`src/rtl/merge_sort_pkg.sv`:
```
// Shared definitions for the merge sorter.
//   state_t         : sorter states (IDLE, MERGE, FINISH)
//   ORDER_*         : encodings of the descend input
//   CMP_*           : encodings of the SIGNED_CMP parameter
//   idx_w / pass_w  : widths of the element indices and of the pass counter
package merge_sort_pkg;

    typedef enum logic [1:0] {
        IDLE   = 2'd0,
        MERGE  = 2'd1,
        FINISH = 2'd2
    } state_t;

    localparam logic ORDER_ASC    = 1'b0;
    localparam logic ORDER_DESC   = 1'b1;

    localparam logic CMP_UNSIGNED = 1'b0;
    localparam logic CMP_SIGNED   = 1'b1;

    // One bit wider than an element address so run ends equal to N stay representable.
    function automatic int idx_w(input int n);
        return $clog2(n) + 1;
    endfunction

    // Holds 0 .. log2(N) inclusive.
    function automatic int pass_w(input int n);
        return $clog2($clog2(n)) + 1;
    endfunction

endpackage

```
`src/rtl/merge_sort_cmp.sv`:
```
// Element comparator for the merge sorter.
//   a, b     : W-bit elements (a from the left run, b from the right run)
//   descend  : 0 ascending, 1 descending
//   take_b   : 1 when b strictly precedes a in the requested order
// Compare is exactly W bits; SIGNED_CMP selects two's-complement interpretation.
module merge_sort_cmp
    import merge_sort_pkg::*;
#(
    parameter int W          = 32,
    parameter int SIGNED_CMP = 0
) (
    input  logic [W-1:0] a,
    input  logic [W-1:0] b,
    input  logic         descend,
    output logic         take_b
);

    logic b_lt_a;
    logic b_gt_a;

    generate
        if (SIGNED_CMP == int'(CMP_SIGNED)) begin : g_signed
            logic signed [W-1:0] sa;
            logic signed [W-1:0] sb;
            assign sa     = a;
            assign sb     = b;
            assign b_lt_a = (sb < sa);
            assign b_gt_a = (sb > sa);
        end else begin : g_unsigned
            assign b_lt_a = (b < a);
            assign b_gt_a = (b > a);
        end
    endgenerate

    // Strict compare only: equal elements never move b ahead of a, keeping the sort stable.
    assign take_b = (descend == ORDER_DESC) ? b_gt_a : b_lt_a;

endmodule

```
`src/rtl/merge_sort_param.sv`:
```
// Bottom-up iterative merge sorter with a ping-pong buffer pair.
//   clk, rst     : clock, synchronous active-high reset
//   start_sort   : job request, sampled only in IDLE (with descend and data_in)
//   descend      : 0 ascending, 1 descending
//   data_in      : N packed W-bit elements, element i at [i*W +: W]
//   busy         : high while a job is in progress
//   done_sort    : one-cycle pulse when data_out is updated
//   data_out     : sorted result, element 0 first in the requested order
// One element is merged per cycle; a job takes N*log2(N) merge cycles plus one
// cycle to publish the result.
module merge_sort_param
    import merge_sort_pkg::*;
#(
    parameter int N          = 16,
    parameter int W          = 32,
    parameter int SIGNED_CMP = 0
) (
    input  logic           clk,
    input  logic           rst,
    input  logic           start_sort,
    input  logic           descend,
    input  logic [N*W-1:0] data_in,
    output logic           busy,
    output logic           done_sort,
    output logic [N*W-1:0] data_out
);

    localparam int IW    = idx_w(N);
    localparam int PW    = pass_w(N);
    localparam int LOG2N = $clog2(N);
    localparam int AW    = LOG2N;

    localparam logic [IW-1:0] LAST_K     = IW'(N - 1);
    localparam logic [PW-1:0] LAST_PASS  = PW'(LOG2N - 1);
    // Pass p reads A when p is even, so an odd pass count leaves the result in B.
    localparam bit            FINAL_IN_B = (LOG2N % 2) == 1;

    state_t state, state_nxt;

    logic [W-1:0]  buf_a [N];
    logic [W-1:0]  buf_b [N];

    logic          desc_q;
    logic          done_q;
    logic [IW-1:0] w, base, k, li, ri;
    logic [PW-1:0] pass;

    logic          src_is_a;
    logic [IW-1:0] two_w, left_end, right_end, run_last;
    logic          left_ok, right_ok, take_b, take_left;
    logic [AW-1:0] li_a, ri_a, k_a;
    logic [W-1:0]  left_val, right_val, merge_val;
    logic          pass_end, run_end, last_pass;

    assign src_is_a  = ~pass[0];
    assign two_w     = {w[IW-2:0], 1'b0};
    assign left_end  = base + w;
    assign right_end = base + two_w;
    assign run_last  = right_end - IW'(1);

    assign left_ok   = (li < left_end);
    assign right_ok  = (ri < right_end);

    // An exhausted right index may equal N; its value is then never selected,
    // so dropping the top bit for addressing is harmless.
    assign li_a      = li[AW-1:0];
    assign ri_a      = ri[AW-1:0];
    assign k_a       = k[AW-1:0];

    assign left_val  = src_is_a ? buf_a[li_a] : buf_b[li_a];
    assign right_val = src_is_a ? buf_a[ri_a] : buf_b[ri_a];

    merge_sort_cmp #(
        .W          (W),
        .SIGNED_CMP (SIGNED_CMP)
    ) u_cmp (
        .a       (left_val),
        .b       (right_val),
        .descend (desc_q),
        .take_b  (take_b)
    );

    assign take_left = !right_ok || (left_ok && !take_b);
    assign merge_val = take_left ? left_val : right_val;

    assign pass_end  = (k == LAST_K);
    assign run_end   = (k == run_last);
    assign last_pass = (pass == LAST_PASS);

    assign busy      = (state != IDLE);
    assign done_sort = done_q;

    always_ff @(posedge clk) begin
        if (rst) begin
            state <= IDLE;
        end else begin
            state <= state_nxt;
        end
    end

    always_comb begin
        state_nxt = state;
        case (state)
            IDLE:    if (start_sort) state_nxt = MERGE;
            MERGE:   if (pass_end && last_pass) state_nxt = FINISH;
            FINISH:  state_nxt = IDLE;
            default: state_nxt = IDLE;
        endcase
    end

    // Control: counters, latched order, done pulse and the published result.
    always_ff @(posedge clk) begin
        if (rst) begin
            desc_q   <= 1'b0;
            done_q   <= 1'b0;
            w        <= '0;
            base     <= '0;
            k        <= '0;
            li       <= '0;
            ri       <= '0;
            pass     <= '0;
            data_out <= '0;
        end else begin
            done_q <= 1'b0;
            case (state)
                IDLE: begin
                    if (start_sort) begin
                        desc_q <= descend;
                        w      <= IW'(1);
                        base   <= '0;
                        k      <= '0;
                        li     <= '0;
                        ri     <= IW'(1);
                        pass   <= '0;
                    end
                end
                MERGE: begin
                    if (pass_end) begin
                        w    <= two_w;
                        base <= '0;
                        k    <= '0;
                        li   <= '0;
                        ri   <= two_w;
                        pass <= pass + PW'(1);
                    end else if (run_end) begin
                        base <= right_end;
                        li   <= right_end;
                        ri   <= right_end + w;
                        k    <= k + IW'(1);
                    end else begin
                        k <= k + IW'(1);
                        if (take_left) li <= li + IW'(1);
                        else           ri <= ri + IW'(1);
                    end
                end
                FINISH: begin
                    done_q <= 1'b1;
                    for (int i = 0; i < N; i++) begin
                        data_out[i*W +: W] <= FINAL_IN_B ? buf_b[i] : buf_a[i];
                    end
                end
                default: ;
            endcase
        end
    end

    // Data: load into A on start, then write one merged element per MERGE cycle
    // into whichever buffer is not the source of the current pass.
    always_ff @(posedge clk) begin
        if (state == IDLE && start_sort) begin
            for (int i = 0; i < N; i++) begin
                buf_a[i] <= data_in[i*W +: W];
            end
        end else if (state == MERGE) begin
            if (src_is_a) buf_b[k_a] <= merge_val;
            else          buf_a[k_a] <= merge_val;
        end
    end

endmodule

```
`config.mk`:
```
export PLATFORM = sky130hd
export DESIGN_NAME = merge_sort_param
export DESIGN_NICKNAME = d
export VERILOG_FILES = /design/src/rtl/merge_sort_pkg.sv /design/src/rtl/merge_sort_cmp.sv /design/src/rtl/merge_sort_param.sv
export SDC_FILE = /design/constraint.sdc
export NUM_CORES = 2
export LEC_CHECK = 0
export BUFFER_PORTS_ARGS = -buffer_cell sky130_fd_sc_hd__buf_2
export CORE_MARGIN = 1
export CORE_UTILIZATION = 32
export DETAILED_ROUTE_END_ITERATION = 8
export GPL_TIMING_DRIVEN = 0
export PLACE_DENSITY = 0.48
export SYNTH_ARGS = -nofsm -noshare
export SYNTH_HDL_FRONTEND = slang
export SYNTH_HIERARCHICAL = 1
export SYNTH_SLANG_ARGS = --single-unit
export TNS_END_PERCENT = 100
```
`constraint.sdc`:
```
create_clock -name clk -period 6.3 [get_ports clk]
set_input_delay 1.575 -clock clk [delete_from_list [all_inputs] [get_ports clk]]
set_output_delay 1.575 -clock clk [all_outputs]
set_load 0.05 [all_outputs]
```
==> impl_metrics.env <==
export IMPL_status="finished, violations left"
export IMPL_failed_checks="negative setup slack"
export IMPL_cts_buffer_depth=3
export IMPL_hold_path_class="reg -> reg"
export IMPL_hold_viol=0
export IMPL_avgViaCountPerCell=5.93
export IMPL_drv_slew=0
export IMPL_nNetsFinal=7788
export IMPL_wl_met1_um=147000
export IMPL_ys_warn_count=6
export IMPL_grt_ovfl_total=0
export IMPL_drive_gt1_share_pct=33.9
export IMPL_max_slew_margin_rel_pct=3.40
export IMPL_start_kind="register"
export IMPL_start_util_pct=32.3
export IMPL_die_area_um2=231000
export IMPL_placed_cell_area_um2=83500
export IMPL_fmax_ghz=0.156
export IMPL_tightest_slew_ns=1.45
export IMPL_insertion_delay_ns=0.87
export IMPL_gp_congestion=1.01
export IMPL_path_max_fanout=10
export IMPL_antenna_found_initial=58
export IMPL_design_area_um2=92700
export IMPL_netlist_instances=5802
export IMPL_path_clk_slew_ns=0.06
export IMPL_postCtsHoldBufs=0
export IMPL_ir_drop_v=0.000275
export IMPL_grt_pass1_wl_um=542000
export IMPL_h_tree_depth=4
export IMPL_worst_ep_arrival_time_ns=6.96
export IMPL_routedWlPerCell_um=41.0
export IMPL_die_height_um=481
export IMPL_netlist_area_um2=73500
export IMPL_die_w_um=481
export IMPL_ys_ff_latch=1575
export IMPL_drtAntennaViolNets=0
export IMPL_synthesis_nets=6378
export IMPL_fin_util_pct=40.7
export IMPL_grt_pass1_vias=58600
export IMPL_cp_required_ns=6.84
export IMPL_vias=61600
export IMPL_fin_crit_sh_pct=102
export IMPL_fin_crit_ns=6.42
export IMPL_routed_wl_um=426000
export IMPL_root_buffer="clkbuf_16"
export IMPL_power_mw=26.6
export IMPL_yosys_most_used_dff="edfxtp_1"
export IMPL_route_met2_wl_um=195000
export IMPL_drt_iter0_drc=8423
export IMPL_grt_usage_pct=35.8
export IMPL_worstSetupPathType="reg -> reg"
export IMPL_ios=1030
export IMPL_first_pass_iters=5
export IMPL_fp_row_count=175
export IMPL_grt_max_degree=33
export IMPL_final_common_cell="nand2_1"
export IMPL_cp_end_kind="register"
export IMPL_layout_common_cells="nand2_1 (1,587), buf_2 (1,040), edfxtp_1 (1,024)"
export IMPL_io_buffers=1028
export IMPL_cts_buffers=174
export IMPL_ys_seq_area_share_pct=56.9
export IMPL_dp_slack_ns=-3.26
export IMPL_cts_sinks=1575
export IMPL_power_leakage_nw=33.5
export IMPL_drc=0
export IMPL_syn_avg_cell_area_um2=12.7
export IMPL_dpl_hpwl_um=339000
export IMPL_synth_distinct_cells=60
export IMPL_fin_skew_ns=0.0397
export IMPL_p_per_area_nw_per_um2=287
export IMPL_synthArstFlopShare_pct=0
export IMPL_core_area_um2=228000
export IMPL_area_growth_syn_to_layout_pct=26.2
export IMPL_setup_violations=451
export IMPL_max_cap_violations=0
export IMPL_dr_wl_met3_um=46900
export IMPL_synth_edf_count=1024
export IMPL_layout_setup_ws_ns=-0.116
export IMPL_cts_tree="built"
export IMPL_topRoutingLayerUsed="met5"
synthesized netlist by cell type, types with 2 or more instances:
| cell | number | area share, % |
|---|---|---|
| o2bb2ai_1 | 4 | 0.048 |
| xnor2_1 | 7 | 0.083 |
| nor2b_1 | 3 | 0.026 |
| buf_1 | 43 | 0.22 |
| buf_4 | 59 | 0.60 |
| a311oi_1 | 2 | 0.024 |
| xor2_1 | 8 | 0.095 |
| nand2_1 | 1605 | 8.2 |
| or2_2 | 2 | 0.017 |
| o22ai_1 | 3 | 0.026 |
| mux4_2 | 640 | 20 |
| nor2_1 | 48 | 0.25 |
| nor3_1 | 8 | 0.055 |
| a221o_1 | 2 | 0.027 |
| edfxtp_1 | 1024 | 42 |
| o31ai_1 | 4 | 0.041 |
| and3_1 | 4 | 0.034 |
| nand4b_1 | 2 | 0.024 |
| o21ai_0 | 282 | 1.9 |
| a21o_1 | 4 | 0.041 |
| a221oi_1 | 2 | 0.024 |
| nand3_1 | 16 | 0.11 |
| inv_1 | 81 | 0.41 |
| nand2b_1 | 4 | 0.034 |
| dfxtp_1 | 551 | 15 |
| a211oi_1 | 5 | 0.051 |
| nor4_1 | 3 | 0.026 |
| a32o_1 | 5 | 0.068 |
| a2111oi_0 | 2 | 0.024 |
| o31a_1 | 3 | 0.036 |
| o21ai_1 | 249 | 1.7 |
| mux2i_4 | 31 | 0.95 |
| a21oi_1 | 543 | 3.7 |
| mux2_2 | 64 | 0.98 |
| mux2i_1 | 4 | 0.055 |
| o32ai_1 | 6 | 0.072 |
| buf_2 | 27 | 0.18 |
| or4_1 | 2 | 0.020 |
| a22oi_1 | 6 | 0.061 |
| ha_1 | 59 | 1.0 |
| clkbuf_1 | 342 | 1.7 |
| buf_6 | 11 | 0.17 |
| a31oi_1 | 9 | 0.077 |
| nand4_1 | 5 | 0.043 |
| a211o_1 | 3 | 0.036 |
cell families (layout without fill, tap and decap cells):
kind of cell	count (synthesis)	in the layout	share of synthesized area [%]
flip-flops	1575	1575	56.9
AND/OR/NAND/NOR	1706	1706	8.88
multiplexers	740	740	21.6
AO/OA/AOI/OAI	1142	1142	8.07
adder cells (fa/ha/maj)	60	60	1.03
buffers and inverters	564	2122	3.34
other	0	12	0
XOR/XNOR	15	15	0.179
layout make-up:
cell class | count | area [um^2]
well taps | 3009 | 3760
clock buffers | 258 | 5110
flip-flops and latches | 1575 | 41800
diodes | 12 | 30.0
plain buffers | 481 | 3500
fillers | 21900 | 135000
repair inverters | 7 | 52.6
clock inverters | 66 | 659
multi-input cells | 3663 | 29600
inverters | 81 | 409
repair buffers | 1229 | 7800
per-layer routing:
metal  track usage, %  vias up
li1                 -    24400
met4             25.6       42
met1             41.4    31800
met5                0        -
met3             10.5      975
met2             56.7     4347
through the flow:
stage	hold slack (ns)	TNS, ns	instances
2_1_floorplan	0.457	0	5802
3_3_place_gp	0.441	-3162.33	9839
3_5_place_dp	0.444	-2924.91	9892
4_1_cts	0.451	-1.82	10300
5_1_grt	0.468	-0.146	10400
6_report	0.453	-17.19	10400
registers in the layout, summed over array words and instances (netlist names), 4 cells and up, named ones only:
register,cells
li,5
ri,5
base,4
buf_a,512
data_out,512
k,5
w,5
buf_b,512
path summary, 6_finish.rpt:
path         slack, ns  cells after the start                       start                    endpoint
max reg2reg      -0.12                     19                    register     buf_a[12][20]$_DFFE_PP_
min               0.45                      2  data_out[112]$_SDFFE_PP0P_  data_out[112]$_SDFFE_PP0P_
max              -0.12                     19                    register     buf_a[12][20]$_DFFE_PP_
min reg2reg       0.45                      2  data_out[112]$_SDFFE_PP0P_  data_out[112]$_SDFFE_PP0P_
power breakdown:
group,internal (mW),switching (mW),total (mW)
Combinational,1.64,2.57,4.21
Clock,6.10,4.57,10.7
Sequential,11.4,0.298,11.7
Total,19.2,7.43,26.6
critical path, stage by stage (launching register included):
cell and delay [ns]:
dfxtp_2 0.81, clkbuf_1 0.86, mux4_2 0.46, mux2_2 0.32, inv_1 0.07, ha_1 0.24, a21oi_1 0.16, o21ai_1 0.15
a221o_1 0.43, a211oi_2 0.29, o21ai_2 0.11, mux2i_4 0.24, a211o_1 0.32, a31o_4 0.24, nand2_8 0.12, buf_12 0.18
buf_16 0.17, mux2i_4 0.39, buf_6 0.26, o21ai_0 0.22
timing repair:
action,in CTS,in global routing
pin swaps,8,13
resized for setup,457,72
setup buffers,103,37
gates cloned,10,6
endpoints found under the setup margin,1042,865
endpoints found under the hold margin,0,0
Note: power is estimated with default switching activity, not from simulation.
